==> config.mk <==
export PLATFORM = sky130hd
export DESIGN_NAME = jtcps1_watch_sched
export DESIGN_NICKNAME = d
export VERILOG_FILES = /design/src/rtl/jtcps1_watch_pkg.sv /design/src/rtl/jtcps1_watch_cnt.sv /design/src/rtl/jtcps1_watch_sched.sv
export SDC_FILE = /design/constraint.sdc
export NUM_CORES = 1
export LEC_CHECK = 0
export CAP_MARGIN = 15
export CORE_MARGIN = 2
export CORE_UTILIZATION = 45
export DETAILED_ROUTE_END_ITERATION = 8
export PLACE_DENSITY_LB_ADDON = 0.2
export SLEW_MARGIN = 10
export SYNTH_ARGS = -nofsm -noshare
export SYNTH_HDL_FRONTEND = slang
export SYNTH_SLANG_ARGS = --single-unit
==> constraint.sdc <==
create_clock -name clk -period 4.9 [get_ports clk]
set_input_delay 0.98 -clock clk [delete_from_list [all_inputs] [get_ports clk]]
set_output_delay 0.98 -clock clk [all_outputs]
set_load 0.01 [all_outputs]
==> src/rtl/jtcps1_watch_pkg.sv <==
// Shared definitions for the video-bus watch scheduler: run-sequencer
// states and the default geometry of the watch block.
package jtcps1_watch_pkg;

   localparam int unsigned W_DEF      = 14;  // watched signal lines
   localparam int unsigned CW_DEF     = 16;  // event counter width
   localparam int unsigned FRAMES_DEF = 4;   // frames per single-mode run

   typedef enum logic [1:0] {
      ST_IDLE  = 2'd0,
      ST_ARM   = 2'd1,
      ST_COUNT = 2'd2,
      ST_LATCH = 2'd3
   } state_t;

endpackage

==> src/rtl/jtcps1_watch_cnt.sv <==
// Rising-edge detector on the selected watch line, sampled only on pixel
// clock enables, feeding a saturating event counter.
module jtcps1_watch_cnt #(
   parameter int unsigned CW = 16
)(
   input  logic          clk,
   input  logic          rst_n,
   input  logic          pxl_cen,
   input  logic          line,
   input  logic          clr,
   input  logic          en,
   output logic [CW-1:0] count
);

   logic line_d;
   logic rise;

   assign rise = pxl_cen & line & ~line_d;

   // Previous pxl_cen sample of the selected line.
   always_ff @(posedge clk or negedge rst_n) begin
      if (!rst_n)       line_d <= 1'b0;
      else if (pxl_cen) line_d <= line;
   end

   // Event counter: clear on frame start, count edges, stick at all-ones.
   always_ff @(posedge clk or negedge rst_n) begin
      if (!rst_n)                           count <= '0;
      else if (clr)                         count <= '0;
      else if (en && rise && count != '1)   count <= count + 1'b1;
   end

endmodule

==> src/rtl/jtcps1_watch_sched.sv <==
// Watch scheduler: counts rising edges of one selected video-bus line over
// whole frames (VB fall to VB rise) and reports one result per frame.
// Optional build macro: JTCPS1_WATCH_AUTO_EN -- rotate the selected line by
// one after every measured frame that continues the run.
module jtcps1_watch_sched
   import jtcps1_watch_pkg::*;
#(
   parameter int unsigned W      = W_DEF,
   parameter int unsigned CW     = CW_DEF,
   parameter int unsigned FRAMES = FRAMES_DEF
)(
   input  logic          clk,
   input  logic          rst_n,
   input  logic          pxl_cen,
   input  logic          VB,
   input  logic [W-1:0]  sig_in,
   input  logic [3:0]    sel,
   input  logic          start,
   input  logic          cont,
   output logic [CW-1:0] result,
   output logic [3:0]    res_line,
   output logic          res_valid,
   output logic          busy,
   output logic          watch
);

   localparam int unsigned FLW = (FRAMES > 1) ? $clog2(FRAMES) : 1;

   state_t          state, state_nx;
   logic [3:0]      sel_r;
   logic [FLW-1:0]  frames_left;
   logic            vb_d;
   logic            vb_fall, vb_rise;
   logic            sel_line;
   logic            cnt_clr, cnt_en;
   logic            go_on;
   logic [CW-1:0]   count;

   assign vb_fall = pxl_cen &  vb_d & ~VB;
   assign vb_rise = pxl_cen & ~vb_d &  VB;
   assign go_on   = cont | (frames_left != '0);
   assign busy    = (state != ST_IDLE);

   // Line mux; out-of-range selects read as a constant 0.
   always_comb begin
      sel_line = 1'b0;
      for (int unsigned i = 0; i < W; i++)
         if (32'(sel_r) == i) sel_line = sig_in[i];
   end

   // VB history, sampled on pixel enables only.
   always_ff @(posedge clk or negedge rst_n) begin
      if (!rst_n)       vb_d <= 1'b0;
      else if (pxl_cen) vb_d <= VB;
   end

   // Sequencer state register.
   always_ff @(posedge clk or negedge rst_n) begin
      if (!rst_n) state <= ST_IDLE;
      else        state <= state_nx;
   end

   // Sequencer next state and counter controls.
   always_comb begin
      state_nx = state;
      cnt_clr  = 1'b0;
      cnt_en   = 1'b0;
      unique case (state)
         ST_IDLE:  if (start) state_nx = ST_ARM;
         ST_ARM:   if (vb_fall) begin
                      state_nx = ST_COUNT;
                      cnt_clr  = 1'b1;
                   end
         ST_COUNT: begin
                      cnt_en = 1'b1;
                      if (vb_rise) state_nx = ST_LATCH;
                   end
         ST_LATCH: state_nx = go_on ? ST_ARM : ST_IDLE;
         default:  state_nx = ST_IDLE;
      endcase
   end

   // Run setup and per-frame bookkeeping: line select and frames remaining.
   always_ff @(posedge clk or negedge rst_n) begin
      if (!rst_n) begin
         sel_r       <= '0;
         frames_left <= '0;
      end else if (state == ST_IDLE && start) begin
         sel_r       <= sel;
         frames_left <= FLW'(FRAMES - 1);
      end else if (state == ST_LATCH && go_on) begin
         if (frames_left != '0) frames_left <= frames_left - 1'b1;
`ifdef JTCPS1_WATCH_AUTO_EN
         sel_r <= (32'(sel_r) >= W - 1) ? '0 : sel_r + 4'd1;
`endif
      end
   end

   // Result latch; strobe follows the latch cycle by one clock.
   always_ff @(posedge clk or negedge rst_n) begin
      if (!rst_n) begin
         result    <= '0;
         res_line  <= '0;
         res_valid <= 1'b0;
      end else begin
         res_valid <= (state == ST_LATCH);
         if (state == ST_LATCH) begin
            result   <= count;
            res_line <= sel_r;
         end
      end
   end

   // Debug copy of the selected line, independent of the sequencer.
   always_ff @(posedge clk or negedge rst_n) begin
      if (!rst_n) watch <= 1'b0;
      else        watch <= sel_line;
   end

   jtcps1_watch_cnt #(.CW(CW)) u_cnt (
      .clk     (clk),
      .rst_n   (rst_n),
      .pxl_cen (pxl_cen),
      .line    (sel_line),
      .clr     (cnt_clr),
      .en      (cnt_en),
      .count   (count)
   );

endmodule

==> impl_metrics.csv <==
group,metric,value,unit
floorplan,die_area,5930,um^2
setup_path,worst-r2r-setup-slack,2.42,ns
cells_and_area,layout-drive-gt1-share,0.152,
synth,async_reset_ff_frac,1.00,
synth,synthesis.area,2400,um^2
synth,avgSynthCellArea,11.2,um^2
synth,synth_top_area_share,0.501,
setup_path,reg2reg_from,"sel_r[0]",
global_routing,grt_pass1_wl,8.05,mm
synth,synth-compound-area-share,0.100,
setup_path,r2r_end,"u_cnt.count[15]",
synth,syn_inst,215,
setup_path,crit_type,"input pin to register",
cells_and_area,antennaDiodeCount,0,
synth,synthAdderAreaFrac,0.0365,
timing,tightestPinTransition,1.04,ns
cells_and_area,fin_util,0.588,
synth,synth_cell_type_count,43,
synth,synthTopCellsByArea,"dfrtp_1 (50%), mux2_2 (13%), ha_1 (3.6%)",
synth,synth_top_family_by_area,"simple AND/OR/NAND/NOR gates",
drt,wl_per_cell,13.8,um
clocking,cts.reportedPaths.clkPinSlew,0.09,ns
clocking,numCtsBuffers,5,
drt,drtAntennaViolNets,0,
drt,via_per_inst,5.46,
synth,synth_xor_xnor_area_share,0.00730,
setup_path,endpoint_kind,"register",
cells_and_area,area_growth,25.9,%
timing,max_freq,342,MHz
timing,setup_viol,0,
floorplan,pin_count,47,
synth,synthSimpleGateAreaFrac,0.179,
cells_and_area,mostFrequentLayoutCell,"dfrtp_1",
placement,io_buffer_count,46,
synth,ys_seq_area_frac,0.501,
synth,synth-edff-count,0,
timing,hold_viol_final,0,
placement,place.gp.congestion,0.740,
worst_hold_path,min_from,"u_cnt.line_d",
worst_hold_path,worstHoldPathCells,1,
setup_path,arrival,3.11,ns
worst_hold_path,min_delay_worst_endpoint,"u_cnt.line_d",
power,power.total,1.28,mW
synth,yosysTopAreaCell,"dfrtp_1",
clocking,cts_tree,"built",
floorplan,fp.dieW,77.0,um
timing,relSlewSlack,0.305,
timing,timing.hold.ws,0.505,ns
clocking,cts_resized,0,
synth,yosys_most_used_dff,"dfrtp_1",
global_routing,antenna_found_initial,0,
clocking,clk-insertion-delay-late,0.30,ns
floorplan,fp.coreArea,5140,um^2
synth,synth.net_count,246,
clocking,post_cts_buffers,0,
drt,finalWirelength,4.59,mm
clocking,clockBufferDepth,2,
flow_run,drv_cap,0,
setup_path,path_max_fanout,23,
clocking,holdBufCountCts,0,
timing,final_max_slew_viol_count,0,
setup_path,critPathLaunchType,"input pin",
floorplan,rows,26,
global_routing,grt_max_degree,49,
cells_and_area,mostFrequentLayoutCells,"dfrtp_1 (48), clkdlybuf4s50_1 (45), mux2_2 (27)",
timing,period_minus_slack,2.92,ns
synth,yosysWarnings,0,
clocking,clock-sinks,48,
drt,drt_iter0_drc,110,
timing,setup_tns,0,ns
timing,rsz0062_at_grt,"false",
timing,fin_crit_sh,0.597,
drt,dr.pass1.iters,4,
outcome,outcome,"finished, final reports clean",
clocking,cts_root_buffer,"clkbuf_8",
floorplan,start_util,0.467,
worst_hold_path,min_path_type,"register to register",
power,powerDensity,425,nW/um^2
power,worst_ir_drop_vdd,0.275,mV
synth,synth_mux_area_frac,0.154,
timing,fin_skew,0.00557,ns
setup_path,reg2regPathDepth,6,
global_routing,grt_pass1_vias,1732,
setup_path,required,5.08,ns
power,p_leak,1.33,nW
cells_and_area,nets,293,
synth,ys_seq_elements,48,
floorplan,die_h,77.0,um
drt,vias,1819,
global_routing,gr-total-overflow,0,
placement,dp_hpwl,3.21,mm
clocking,ctsHtreeMaxLevel,2,
drt,post-route-drc-count,0,
global_routing,grtUsageTotal,0.167,
## layout make-up
cell class                 instances  area [um^2]
inverter                           6         22.5
multi-input combinational        154         1140
timing repair buffer              47          475
clock buffer                       8         90.1
tap                               70         87.6
sequential                        48         1200
fill                             474         2120
## worst max-delay path, cell delays in order
cell             delay, ns
clkdlybuf4s50_1       0.58
nand3b_1              0.10
a31o_2                0.22
a41oi_1               0.27
o21ai_2               0.28
or4_1                 0.55
mux2i_1               0.13
## metrics by stage
stage | cells | setup slack [ns] | area [um^2]
floorplan | 215 | 2.41 | 2400
global placement | 324 | 1.70 | 2910
detailed placement | 324 | 1.66 | 2910
CTS | 332 | 1.99 | 3000
global route | 333 | 1.81 | 3020
finish | 333 | 1.98 | 3020
## Yosys cell counts (2+ instances only)
master	number
o21a_1	2
ha_1	7
or4_1	8
a21oi_1	11
nand4b_1	2
nor2b_1	2
and3_1	4
mux2_2	27
or3_1	3
mux2i_1	4
dfrtp_1	48
and4_1	2
o31ai_1	3
inv_1	6
xnor2_1	2
buf_2	4
a31o_2	2
nor3b_1	3
buf_1	2
nand3_1	7
o21ai_0	10
nand2b_1	7
o211ai_1	2
a21o_1	2
nand2_1	21
nor2_1	7
## state kept, by name (all words and copies together), names as in the netlist
name / cells
sel_r: 4
res_valid: 1
result: 16
watch: 1
res_line: 4
u_cnt.count: 16
u_cnt.line_d: 1
vb_d: 1
state: 2
frames_left: 2
## worst max-delay path by stage
| stage | start | end | slack [ns] |
|---|---|---|---|
| floorplan | sig_in[5] | u_cnt.count[3] | 2.41 |
| global placement | pxl_cen | u_cnt.count[15] | 1.70 |
| detailed placement | pxl_cen | u_cnt.count[15] | 1.66 |
| CTS | pxl_cen | u_cnt.count[15] | 1.99 |
| global route | pxl_cen | u_cnt.count[15] | 1.81 |
| finish | pxl_cen | u_cnt.count[15] | 1.98 |
## where the power goes
group | leakage (nW) | total, mW | switching [mW] | internal (mW)
Combinational | 0.652 | 0.486 | 0.214 | 0.271
Clock | 0.0455 | 0.241 | 0.126 | 0.115
Sequential | 0.633 | 0.558 | 0.0807 | 0.477
## kinds of logic after synthesis
kind of cell | count (synthesis)
buffers and inverters | 13
AOI/OAI and AO/OA | 38
adders and majority gates | 7
xor gates and xnor gates | 2
and+or+nand+nor | 75
DFF | 48
muxes | 32
## routing by layer
layer / global-route usage / vias up / routed length (um)
li1: - / 877 / -
met1: 0.219 / 898 / 2090
met2: 0.274 / 42 / 2270
met3: 0.0459 / 2 / 197
met4: 0.0482 / 0 / 24
met5: 0 / - / 0
Power figures use the tool's default switching activity.
